### config.mk
export PLATFORM = sky130hd
export DESIGN_NAME = bsg_axil_heartbeat_master
export DESIGN_NICKNAME = d
export VERILOG_FILES = /design/src/rtl/bsg_axil_heartbeat_master.sv
export SDC_FILE = /design/constraint.sdc
export NUM_CORES = 1
export LEC_CHECK = 0
export CORE_MARGIN = 1
export CORE_UTILIZATION = 40
export DETAILED_ROUTE_END_ITERATION = 7
export GPL_ROUTABILITY_DRIVEN = 0
export PLACE_DENSITY = 0.72
export SYNTH_ARGS = -nofsm -noshare
export SYNTH_HDL_FRONTEND = slang
export SYNTH_SLANG_ARGS = --single-unit
### constraint.sdc
create_clock -name clk_i -period 6.04 [get_ports clk_i]
set_input_delay 1.812 -clock clk_i [delete_from_list [all_inputs] [get_ports clk_i]]
set_output_delay 1.812 -clock clk_i [all_outputs]
set_load 0.01 [all_outputs]
### src/rtl/bsg_axil_heartbeat_master.sv
// AXI4-Lite write-only heartbeat master: on every period tick it writes a running
// sequence number to each enabled channel address and tracks responses and stalls.
module bsg_axil_heartbeat_master #(
    parameter int channels_p        = 2,
    parameter int period_width_p    = 32,
    parameter int seq_width_p       = 16,
    parameter int resp_timeout_p    = 1024,
    parameter int cnt_width_p       = 8,
    parameter int axil_data_width_p = 32,
    parameter int axil_addr_width_p = 32
) (
    input  logic                                    clk_i,
    input  logic                                    reset_n_i,
    input  logic                                    enable_i,
    input  logic [period_width_p-1:0]               period_i,
    input  logic [channels_p*axil_addr_width_p-1:0] addr_i,
    input  logic [channels_p-1:0]                   chan_mask_i,
    output logic [axil_addr_width_p-1:0]            m_axil_awaddr_o,
    output logic [2:0]                              m_axil_awprot_o,
    output logic                                    m_axil_awvalid_o,
    input  logic                                    m_axil_awready_i,
    output logic [axil_data_width_p-1:0]            m_axil_wdata_o,
    output logic [axil_data_width_p/8-1:0]          m_axil_wstrb_o,
    output logic                                    m_axil_wvalid_o,
    input  logic                                    m_axil_wready_i,
    input  logic [1:0]                              m_axil_bresp_i,
    input  logic                                    m_axil_bvalid_i,
    output logic                                    m_axil_bready_o,
    output logic [seq_width_p-1:0]                  seq_o,
    output logic [cnt_width_p-1:0]                  err_cnt_o,
    output logic [cnt_width_p-1:0]                  missed_cnt_o,
    output logic                                    timeout_o,
    output logic                                    busy_o
);

    localparam int ch_width_lp = (channels_p > 1) ? $clog2(channels_p) : 1;
    localparam int to_width_lp = $clog2(resp_timeout_p + 1);

    typedef enum logic [1:0] {IDLE, ISSUE, RESP, ADV} state_e;

    state_e                        state_q, state_d;
    logic [period_width_p-1:0]     per_cnt_q, per_cnt_d;
    logic [period_width_p-1:0]     per_max;
    logic                          tick;
    logic [channels_p-1:0]         mask_q, mask_d;
    logic [ch_width_lp-1:0]        ch_q, ch_d;
    logic [seq_width_p-1:0]        seq_r_q, seq_r_d;
    logic [seq_width_p-1:0]        seq_q, seq_d;
    logic [cnt_width_p-1:0]        err_q, err_d;
    logic [cnt_width_p-1:0]        missed_q, missed_d;
    logic                          timeout_q, timeout_d;
    logic                          aw_done_q, aw_done_d;
    logic                          w_done_q, w_done_d;
    logic [to_width_lp-1:0]        to_cnt_q, to_cnt_d;
    logic [ch_width_lp-1:0]        first_ch;
    logic [ch_width_lp-1:0]        next_ch;
    logic                          next_found;
    logic                          aw_fire, w_fire;
    logic [axil_data_width_p-1:0]  wdata_ext;
    logic [axil_addr_width_p-1:0]  addr_arr [channels_p];

    genvar gi;
    generate
        for (gi = 0; gi < channels_p; gi++) begin : g_addr
            assign addr_arr[gi] = addr_i[gi*axil_addr_width_p +: axil_addr_width_p];
        end
    endgenerate

    // Live compare against the current max so a lowered period wraps immediately.
    always_comb begin
        per_max = (period_i == '0) ? '0 : period_i - period_width_p'(1);
        tick    = enable_i && (per_cnt_q >= per_max);
        if (!enable_i || tick) begin
            per_cnt_d = '0;
        end else begin
            per_cnt_d = per_cnt_q + period_width_p'(1);
        end
    end

    // Descending scans: the last hit is the lowest qualifying channel.
    always_comb begin
        first_ch   = '0;
        next_ch    = '0;
        next_found = 1'b0;
        for (int i = channels_p - 1; i >= 0; i--) begin
            if (chan_mask_i[i]) begin
                first_ch = ch_width_lp'(i);
            end
            if (mask_q[i] && (i > int'(ch_q))) begin
                next_ch    = ch_width_lp'(i);
                next_found = 1'b1;
            end
        end
    end

    always_comb begin
        state_d          = state_q;
        mask_d           = mask_q;
        ch_d             = ch_q;
        seq_r_d          = seq_r_q;
        seq_d            = seq_q;
        err_d            = err_q;
        missed_d         = missed_q;
        timeout_d        = timeout_q;
        aw_done_d        = aw_done_q;
        w_done_d         = w_done_q;
        to_cnt_d         = to_cnt_q;
        m_axil_awvalid_o = 1'b0;
        m_axil_wvalid_o  = 1'b0;
        m_axil_bready_o  = 1'b0;
        aw_fire          = 1'b0;
        w_fire           = 1'b0;

        if (tick && (state_q != IDLE) && (missed_q != '1)) begin
            missed_d = missed_q + cnt_width_p'(1);
        end

        // A response landing on the expiry cycle wins over the timeout.
        if ((state_q == ISSUE) || (state_q == RESP)) begin
            if (to_cnt_q != to_width_lp'(resp_timeout_p)) begin
                to_cnt_d = to_cnt_q + to_width_lp'(1);
            end else if (!((state_q == RESP) && m_axil_bvalid_i)) begin
                timeout_d = 1'b1;
            end
        end

        case (state_q)
            IDLE: begin
                if (tick && (chan_mask_i != '0)) begin
                    mask_d    = chan_mask_i;
                    ch_d      = first_ch;
                    seq_r_d   = seq_r_q + seq_width_p'(1);
                    aw_done_d = 1'b0;
                    w_done_d  = 1'b0;
                    to_cnt_d  = '0;
                    state_d   = ISSUE;
                end
            end
            ISSUE: begin
                m_axil_awvalid_o = !aw_done_q;
                m_axil_wvalid_o  = !w_done_q;
                aw_fire          = m_axil_awvalid_o && m_axil_awready_i;
                w_fire           = m_axil_wvalid_o && m_axil_wready_i;
                if ((aw_done_q || aw_fire) && (w_done_q || w_fire)) begin
                    aw_done_d = 1'b0;
                    w_done_d  = 1'b0;
                    state_d   = RESP;
                end else begin
                    aw_done_d = aw_done_q || aw_fire;
                    w_done_d  = w_done_q || w_fire;
                end
            end
            RESP: begin
                m_axil_bready_o = 1'b1;
                if (m_axil_bvalid_i) begin
                    if ((m_axil_bresp_i != 2'b00) && (err_q != '1)) begin
                        err_d = err_q + cnt_width_p'(1);
                    end
                    state_d = ADV;
                end
            end
            ADV: begin
                to_cnt_d = '0;
                if (next_found) begin
                    ch_d    = next_ch;
                    state_d = ISSUE;
                end else begin
                    seq_d   = seq_r_q;
                    state_d = IDLE;
                end
            end
            default: state_d = IDLE;
        endcase
    end

    always_comb begin
        wdata_ext                  = '0;
        wdata_ext[seq_width_p-1:0] = seq_r_q;
    end

    // Payload is gated by valid so the bus reads all-zero whenever idle.
    assign m_axil_awaddr_o = m_axil_awvalid_o ? addr_arr[ch_q] : '0;
    assign m_axil_awprot_o = 3'b000;
    assign m_axil_wdata_o  = m_axil_wvalid_o ? wdata_ext : '0;
    assign m_axil_wstrb_o  = m_axil_wvalid_o ? '1 : '0;
    assign seq_o           = seq_q;
    assign err_cnt_o       = err_q;
    assign missed_cnt_o    = missed_q;
    assign timeout_o       = timeout_q;
    assign busy_o          = (state_q != IDLE);

    always_ff @(posedge clk_i or negedge reset_n_i) begin
        if (!reset_n_i) begin
            state_q   <= IDLE;
            per_cnt_q <= '0;
            mask_q    <= '0;
            ch_q      <= '0;
            seq_r_q   <= '0;
            seq_q     <= '0;
            err_q     <= '0;
            missed_q  <= '0;
            timeout_q <= 1'b0;
            aw_done_q <= 1'b0;
            w_done_q  <= 1'b0;
            to_cnt_q  <= '0;
        end else begin
            state_q   <= state_d;
            per_cnt_q <= per_cnt_d;
            mask_q    <= mask_d;
            ch_q      <= ch_d;
            seq_r_q   <= seq_r_d;
            seq_q     <= seq_d;
            err_q     <= err_d;
            missed_q  <= missed_d;
            timeout_q <= timeout_d;
            aw_done_q <= aw_done_d;
            w_done_q  <= w_done_d;
            to_cnt_q  <= to_cnt_d;
        end
    end

endmodule

# After elaboration in Yosys (flattened, before gate mapping)
# Cells that the tools add are included.
[op_classes] addsub=6 mul=0 div=0 magnitude_cmp=3 eq_ne=10 n_shift=0 mux=31 bitwise_logic=4 n_reduce_logical=31
[op_table] cell="$mux 32" n=6
[op_table] cell="$mux 11" n=3
[op_table] cell="$add 32x1->32 const B" n=1
[op_table] cell="$ge 32x32->1" n=1
[op_table] cell="$logic_not 32->1" n=1
[op_table] cell="$sub 32x1->32 const B" n=1
[op_table] cell="$pmux 11 s2" n=1
[op_table] cell="$add 16x1->16 const B" n=1
[op_table] cell="$add 8x1->8 const B" n=2
[op_table] cell="$mux 16" n=1
[op_table] cell="$ne 8x8->1 const B" n=2
[op_table] cell="$mux 1" n=12
[op_table] cell="$reduce_and 3->1" n=4
[op_table] cell="$add 11x1->11 const B" n=1
[op_table] cell="$ne 11x11->1 const B" n=1
[op_table] cell="$logic_and 1x1->1" n=10
[op_table] cell="$reduce_bool 2->1" n=5
[op_table] cell="$pmux 2 s4" n=1
[op_table] cell="$mux 2" n=3
[op_table] cell="$ne 2x2->1 const B" n=3
[op_table] cell="$pmux 1 s2" n=3
[op_table] cell="$reduce_and 2->1" n=3
[op_table] cell="$eq 2x2->1 const B" n=2
[op_table] cell="$logic_or 1x1->1" n=4
[op_table] cell="other kinds (9)" n=13
[word_totals] regBits=99 latch_bits=0 mem_bits_rw=0 rom_bits=0 in_bits=106 n_memories=0

# Depth between registers and ports, before layout
# Gate-level depths: netlist (run 1).
[logic_depth] ltp_word=7 mapped_depth=17

# Worst setup path after synthesis (run 1)
# No wires, ideal clock.
[synth_path] kind="input-to-reg" startpoint="input port period_i[27]" endpoint="register mask_q[1]" setup_time_ns=0.125 arrival_ns=5.923 t_required_ns=5.915 path_slack_ns=-0.007 stages=15 path_cell_list="or4_1 -> or3_1 -> or2_2 -> or4_1 -> buf_2 -> buf_2 -> nand2_1 -> ha_1 -> and3_1 -> o311a_1 -> o21ai_0 -> a31oi_1 -> o21bai_1 -> buf_2 -> mux2_2"
[synth_between] elab_chain_len=6 word_cells_on_any_way=7
[synth_lines] item="start: declaration" line="15" text="input logic [period_width_p-1:0] period_i,"
[synth_lines] item="$sub 32x1->32 / $logic_not 32->1 (equally long branches)" line="71" text="per_max = (period_i == '0) ? '0 : period_i - period_width_p'(1);"
[synth_lines] item="$mux 32 (*)" line="71"
[synth_lines] item="$ge 32x32->1 (*)" line="72" text="tick = enable_i && (per_cnt_q >= per_max);"
[synth_lines] item="$logic_and 1x1->1 (*)" line="72"
[synth_lines] item="$logic_and 1x1->1 (*)" line="129" text="if (tick && (chan_mask_i != '0)) begin"
[synth_lines] item="$reduce_and 2->1 (no line) (*)"
[synth_lines] item="end signal: assignment" line="209" text="mask_q <= mask_d;"
[synth_lines] item="end: declaration" line="45" text="logic [channels_p-1:0] mask_q, mask_d;"
# Mark *: on every way between the ends. The rest lies on a longest branch, timed or not.
# A chain may end at the register's enable or synchronous reset.

# Worst setup path in the final report (run 1)
[layout_path] startpoint="input port period_i[27]" endpoint="register seq_r_q[10]"
[layout_between] elab_chain_len=6 word_cells_on_any_way=7
[layout_lines] item="$sub 32x1->32 / $logic_not 32->1 (equally long branches)" line="71"
[layout_lines] item="$mux 32 (*)" line="71"
[layout_lines] item="$ge 32x32->1 (*)" line="72"
[layout_lines] item="$logic_and 1x1->1 (*)" line="72"
[layout_lines] item="$logic_and 1x1->1 (*)" line="129"
[layout_lines] item="$reduce_and 2->1 (no line) (*)"
[layout_lines] item="end signal: assignment" line="211" text="seq_r_q <= seq_r_d;"
[layout_lines] item="end: declaration" line="47" text="logic [seq_width_p-1:0] seq_r_q, seq_r_d;"
# Marks and branches as above.

==> summary.md, run 1 <==
| Metric | Value |
|---|---|
| Die area | between 15000 and 20000 sq um |
| Top cell type's share of synthesized area | 0.365 |
| Total vias in the final route | between 5000 and 6000 |
| CP Cell Sequence | clkdlybuf4s50_1 -> or4_4 -> or3_4 -> or2_2 -> or4_4 -> buf_12 -> nand2_1 -> ha_1 -> and4_4 -> nand4_1 -> or4_4 -> a31oi_4 -> buf_6 -> o21bai_2 -> buf_12 -> nor4_4 -> xor2_1 |
| Worst path arrival time | roughly 6300 ps |
| DP Area | about 9100 sq um |
| Vias per cell | roughly 5.0 |
| Combinational family with the most area after synthesis | simple AND/OR/NAND/NOR gates |
| Storage cell area | between 2000 and 2500 sq um |
| Post-Synthesis Cells | around 750 |
| Hold Slack | around 480 ps |
| Synth Area in XOR/XNOR | 0.124 |
| Leakage power | approximately 0.0045 uW |
| Iteration-0 DRC Markers | 261 |
| Number of global-route vias before repair | a little under 6000 |
| Fin nets | between 1000 and 1500 |
| CP Buf/Inv Count | 4 |
| Multi-input gate area | 4170 sq um |
| Worst-path clk slew | roughly 70 ps |
| Drt first pass iters | 5 |
| Clock Sinks | a little under 100 |
| Max-cap viol count | 0 |
| CP Max Fanout | 19 |
| WL/cell | approximately 14 microns |
| Place WS | -455 ps |
| Setup_tns | 0 ps |
| Final Skew | around 9.5 ps |
| Synth Cell Area | ~6700 sq um |
| Part of the cycle the worst path needs | 0.991 |
| Number of buffers inserted by port buffering | around 190 |
| Htree depth | 3 |
| Synth area leaders | dfrtp_1, xor2_1, ha_1, nor2_1, mux2i_1 |
| Top_reg_cell synth | dfrtp_1 |
| Slew Limit Fails | 0 |
| Design Area, Final | 9660 sq um |
| Reg power frac | 0.338 |
| Ant. Diodes | 0 |
| Nature of the critical path endpoint | flip-flop |
| Comb power frac | 0.398 |
| Post-route antenna net violation count | 0 |
| Hpwl dp | around 13 mm |
| Post-synthesis mux area share | 0.0793 |
| Most used cell, CP | or4_4 |
| Number of synthesized flops with an enable pin | 0 |
| F_max | between 150 and 200 MHz |
| Crit Path Class | in -> reg |
| Status | complete, no violations |
| Adder and majority gate portion of the synthesized area | 0.0819 |
| Crit path max-delay family | simple AND/OR/NAND/NOR gates |
| TritonCTS clock tree | built |
| RSZ-0062 raised after global routing | true |
| Fill cells | between 1000 and 1500 |
| DIE HEIGHT | 132 microns |
| Critical path launch point type | input port |
| Ys Warns | 0 |
| Die Width | 132 microns |
| Hold Crit Class | reg -> reg |
| Core Region | 16500 sq um |
| Initial Util | 0.408 |
| Clk_lat worst skew | 350 ps |
| GRT Util Overall | 0.195 |
| PD cells | 248 nW/um^2 |
| Total Wirelength | roughly 17 mm |
| Row count | 47 |
| Clock Path Buffers | 2 |
| Mean post-synth cell area | between 9 and 10 sq um |
| P_int | about 1600 uW |
| Synth Area in Simple Gates | 0.250 |
| Compound-gate portion of the synthesized area | 0.0514 |
| Initial antenna violation count | 0 |
| Least-Margin Pin Slew | 1130 ps |
| Slew margin rel. | 0.244 |
| # DRC | 0 |
| Clock Tree Root | clkbuf_16 |
| Synth Register Bits | between 90 and 100 |
| Switching pwr | slightly above 800 uW |
| Crit path required time | 6300 ps |
| Layout cell share with drive strength beyond 1 | 0.124 |
| VDD IR max | 0.000189 V |
| Netlist cell types | 55 |
| Area grow syn2layout | 43.8% |
| Sequential-to-total area share from yosys stat | 0.365 |
| Switch share | 0.336 |
| Part of the power in the clock network | 0.264 |
| Post-synth top area cell | dfrtp_1 |
| Top Ports | approximately 210 |
| Post-synth top cells | nor2_1, dfrtp_1, nand2_1 |
| Final setup viols | 0 |
| Global-route wire length before repair | roughly 28 mm |
| Largest net degree at the start of global routing | 65 |
| Asr flop ratio synth | 1.00 |
| Total grt overflow | 0 |
| CTS buffer count | 9 |
| Post-Route Utilization | 0.587 |
| Slowest cell on the critical path | or4_4 |
| Hold Violations, Final | 0 |
| Count leader, synth | nor2_1 |
| Final worst slack | about 56 ps |
| Crit-path max cell delay | around 570 ps |
| Period minus WS final | 5980 ps |
==> registers in the layout (all words and copies together) (netlist names) <==
| name | count |
|---|---|
| per_cnt_q | 32 |
| seq_o | 16 |
| seq_r_q | 16 |
| to_cnt_q | 11 |
| err_cnt_o | 8 |
| missed_cnt_o | 8 |
| state_q | 2 |
| aw_done_q | 1 |
| ch_q | 1 |
| mask_q | 1 |
| timeout_o | 1 |
| w_done_q | 1 |
==> metal layers <==
layer  vias to the layer above  track usage  part of all wire
met5                         -            0                 0
met3                         9       0.0313             0.050
met4                         0       0.0484            0.0095
met1                      2796        0.244              0.44
met2                       171        0.349              0.50
li1                       2992            -                 -
==> stage by stage <==
stage	instances	total power [uW]
final	1199	2400
after global routing	1199	2540
after CTS	1196	2420
after detailed placement	1180	1780
after global placement	1180	1770
after floorplan	764	1340
==> layout by cell type (no fill, tap or decap), types with 3 or more instances in the layout <==
| master | netlist | routed |
|---|---|---|
| a21oi_1 | 15 | 15 |
| and2_1 | 21 | 21 |
| and3_1 | 9 | 9 |
| and4_1 | 9 | 8 |
| buf_12 | 0 | 3 |
| buf_4 | 23 | 43 |
| clkbuf_16 | 0 | 10 |
| clkdlybuf4s50_1 | 0 | 193 |
| conb_1 | 1 | 19 |
| dfrtp_1 | 98 | 97 |
| ha_1 | 44 | 44 |
| inv_1 | 20 | 19 |
| mux2_2 | 18 | 18 |
| mux2i_1 | 33 | 33 |
| nand2_1 | 83 | 82 |
| nand2b_1 | 6 | 6 |
| nand3_1 | 31 | 30 |
| nand4_1 | 15 | 15 |
| nor2_1 | 109 | 108 |
| nor3_1 | 24 | 19 |
| nor3_2 | 2 | 6 |
| nor4_1 | 6 | 4 |
| nor4b_1 | 4 | 3 |
| o21ai_0 | 10 | 8 |
| o31ai_1 | 3 | 3 |
| or2_2 | 4 | 4 |
| or3_4 | 1 | 3 |
| or4_1 | 6 | 3 |
| or4_4 | 1 | 4 |
| xnor2_1 | 30 | 30 |
| xor2_1 | 65 | 65 |
==> area by class of cell <==
cell class / instances / share of cell area
repair buffers: 241 / 0.243
clock inverters: 6 / 0.00997
well taps: 220 / 0.0285
multi-input cells: 604 / 0.432
clock buffers: 10 / 0.0247
flip-flops and latches: 98 / 0.254
inverters: 20 / 0.00777
==> path summary, 6_finish.rpt <==
kind,from,end,slack (ps),depth (start not counted)
min in group asynchronous,reset_n_i,err_cnt_o[4],1550,1
max in group asynchronous,reset_n_i,to_cnt_q[5],3500,2
max reg2reg,per_cnt_q[14],seq_r_q[10],3220,10
min,timeout_o,timeout_o,480,1
max,period_i[27],seq_r_q[10],60,17
min reg2reg,timeout_o,timeout_o,480,1
==> what timing repair did <==
item / 4_1_cts / 5_1_grt
pin swaps: 0 / 12
gates resized for setup: 10 / 27
setup endpoints to repair: 53 / 72
cloned: 0 / 1
hold buffers: 0 / 0
buffers inserted: 0 / 2
hold endpoints to repair: 0 / 0
==> power by group through the flow <==
stage | clock, uW | sequential (uW) | combinational (uW)
global route | 671 | 823 | 1050
detailed placement | 0 | 823 | 953
global placement | 0 | 823 | 948
finish | 633 | 811 | 953
CTS | 649 | 812 | 962
floorplan | 0 | 770 | 570
==> logic make-up (layout without fill, tap and decap cells) <==
group           after synthesis  in the layout
compound gates               52             52
xor+xnor                     95             95
fa+ha+maj                    44             44
buf+inv                      62            277
flops                        98             98
mux                          51             51
other cells                   1             19
simple gates                343            343
Power figures use the tool's default switching activity.
==> run 2: changes to the inputs <==
--- a/config.mk
+++ b/config.mk
@@ -7,6 +7,7 @@
 export LEC_CHECK = 0
 export CORE_MARGIN = 1
 export CORE_UTILIZATION = 40
+export CTS_CLUSTER_DIAMETER = 100
 export DETAILED_ROUTE_END_ITERATION = 7
 export GPL_ROUTABILITY_DRIVEN = 0
 export PLACE_DENSITY = 0.72
==> results of run 2 <==
No change in the layout: final DEF, timing and power equal those of run 1.
==> run 3: changes to the inputs <==
==> constraint.sdc (replaced) <==
create_clock -name clk_i -period 6.04 [get_ports clk_i]
set_input_delay 1.812 -clock clk_i [delete_from_list [all_inputs] [get_ports clk_i]]
set_output_delay 1.812 -clock clk_i [all_outputs]
set_load 0.02 [all_outputs]
==> summary.md, run 3 (synthesis gave the netlist of run 1 again) <==
| Metric | Value |
|---|---|
| Status | complete, no violations |
| Least-Margin Pin Slew | 1080 ps (-48.8 ps) |
| Worst Reg-to-Reg Cells | 10 (unchanged) |
| Period minus WS final | 5970 ps (-18.9 ps) |
| Htree depth | 3 (unchanged) |
| Post-route antenna net violation count | 0 (unchanged) |
| Most common cell after layout, fill and taps aside | clkdlybuf4s50_1 |
| Number of global-route vias before repair | 5844 (-1.3%) |
| Worst path arrival time | 6190 ps (-60 ps) |
| End point of the critical path | mask_q[1] |
| DIE HEIGHT | 132 microns (unchanged) |
| RSZ-0062 raised after global routing | true |
| Initial antenna violation count | 0 (unchanged) |
| Commonest cells after routing, fill and taps aside | clkdlybuf4s50_1, nor2_1, dfrtp_1 |
| Crit Path Class | in -> reg |
| CTS buffer count | 9 (unchanged) |
| Reg with most FFs | per_cnt_q |
| Part of the power in the clock network | 0.236 (-0.028) |
| Leakage power | 0.00446 uW (-0.14%) |
| DP Cell Count | 1180 (unchanged) |
| GRT Util Overall | 0.192 (-0.00313) |
| Switch share | 0.367 (+0.0309) |
| Comb power frac | 0.434 (+0.036) |
| WL/cell | 13.9 microns (-0.39%) |
| Die area | 17300 sq um (unchanged) |
| Initial Util | 0.408 (unchanged) |
| Vias per cell | 4.99 (+0.22%) |
| Slew Limit Fails | 0 (unchanged) |
| Clk_lat worst skew | 340 ps (about the same) |
| Clock Sinks | 98 (unchanged) |
| # DRC | 0 (unchanged) |
| Global-route wire length before repair | 27.4 mm (-1.3%) |
| F_max | 168 MHz (+0.32%) |
| Power Total | 2450 uW (+2.3%) |
| R2r setup slk | 3220 ps (about the same) |
| Max-cap viol count | 0 (unchanged) |
| Largest net degree at the start of global routing | 65 (unchanged) |
| M1 WL | 7.42 mm (+1.3%) |
| Total grt overflow | 0 (unchanged) |
| Iteration-0 DRC Markers | 316 (+21%) |
| Slew margin rel. | 0.276 (+0.0326) |
| Fin nets | 1125 (+0.089%) |
| PD cells | 254 nW/um^2 (+2.6%) |
| Fill cells | 1425 (+0.49%) |
| R2R Path Start | per_cnt_q[14] |
| Switching pwr | 900 uW (+12%) |
| Area grow syn2layout | 43.5% |
| Hpwl dp | 12.5 mm (about the same) |
| Clock Path Buffers | 2 (unchanged) |
| Wire length on met3 | 816 microns (-2.4%) |
| Total vias in the final route | 5986 (+0.30%) |
| TritonCTS clock tree | built |
| Setup crit start | period_i[7] |
| Hold Crit Class | reg -> reg |
| Clock Tree Root | clkbuf_16 |
| Reg-to-reg endpoint | seq_r_q[9] |
| Cell Count, Final, Fillers Out | 1200 (+0.083%) |
| Hold Slack | 470 ps (-7.34 ps) |
| Post-CTS Hold Fix Bufs | 0 (unchanged) |
| Final setup viols | 0 (unchanged) |
| Row count | 47 (unchanged) |
| Crit path required time | 6260 ps (-40 ps) |
| Worst-path clk slew | 60 ps (about the same) |
| Max FFs per register | 32 (unchanged) |
| Total Wirelength | 16.7 mm (-0.31%) |
| Drt first pass iters | 6 (+1) |
| Final Skew | 9.05 ps (-0.481 ps) |
| Core Region | 16500 sq um (unchanged) |
| Top Metal Used | met4 |
| Top Ports | 214 (unchanged) |
| Post-Route Utilization | 0.585 (-0.00137) |
| DP Area | 9110 sq um (unchanged) |
| Layout cell share with drive strength beyond 1 | 0.126 (+0.00191) |
| VDD IR max | 0.000216 V (+14%) |
| Die Width | 132 microns (unchanged) |
| Reg power frac | 0.330 (-0.008) |
| P_int | 1550 uW (-2.4%) |
| Ant. Diodes | 0 (unchanged) |
| Critical path launch point type | input port |
| Number of buffers inserted by port buffering | 194 (unchanged) |
| CP Max Fanout | 19 (unchanged) |
| Design Area, Final | 9640 sq um (-0.23%) |
| Nature of the critical path endpoint | flip-flop |
| Part of the cycle the worst path needs | 0.988 (-0.00313) |
| Hold Violations, Final | 0 (unchanged) |
| Met2 wire len | 8.20 mm (-2.8%) |
## run 3: worst min-delay path by stage
stage | start | endpoint | slack, ps | cells after the start
after floorplan | seq_r_q[15] | seq_r_q[15] | 450 | 1
after global placement | timeout_o | timeout_o | 460 | 1
after detailed placement | timeout_o | timeout_o | 460 | 1
after CTS | timeout_o | timeout_o | 480 | 1
after global routing | err_cnt_o[7] | err_cnt_o[7] | 510 | 1
final | timeout_o | timeout_o | 470 | 1
## run 3: power groups by stage
stage / Sequential [uW] / Combinational (uW) / Clock [uW]
after floorplan: 786 / 653 / 0
after global placement: 823 / 1050 / 0
after detailed placement: 824 / 1050 / 0
after CTS: 812 / 1060 / 591
after global routing: 822 / 1160 / 615
final: 810 / 1060 / 579
## run 3: layer usage
layer / GRT usage / up-vias
li1: - / 2986
met5: 0 / -
met4: 0.0620 / 0
met1: 0.243 / 2814
met2: 0.329 / 166
met3: 0.0363 / 20
## run 3: timing repair
item / in CTS / in global routing
pin swaps: 3 / 9
gates resized for setup: 12 / 25
gates cloned: 0 / 1
setup endpoints to repair: 48 / 69
setup buffers: 0 / 3
## run 3: worst max-delay path: stages
cell	delay [ps]
clkdlybuf4s50_1	430
or4_4	580
or4b_4	550
or3_4	450
or3_4	360
nor3_2	100
a21oi_1	60
ha_1	300
a21oi_1	160
nand2_1	90
a221oi_2	340
buf_4	180
nand2_2	60
o21bai_2	190
buf_12	180
mux2_2	340
## run 3: layout make-up
cell class / count / area (sq um) / share of cell area
Inverter: 20 / 75.1 / 0.00779
Timing Repair Buffer: 242 / 2350 / 0.244
Sequential cell: 98 / 2450 / 0.255
Clock buffer: 10 / 239 / 0.0248
Clock inverter: 6 / 62.6 / 0.00649
Multi-Input combinational cell: 604 / 4180 / 0.434
Tap cell: 220 / 275 / 0.0286
## run 3: metrics by stage
stage	setup TNS, ps	worst slack (ps)
global placement	-22480	-397
finish	0	74.8
CTS	-3.34	-2.65
global route	-163	-37.4
detailed placement	-25280	-445
floorplan	0	154
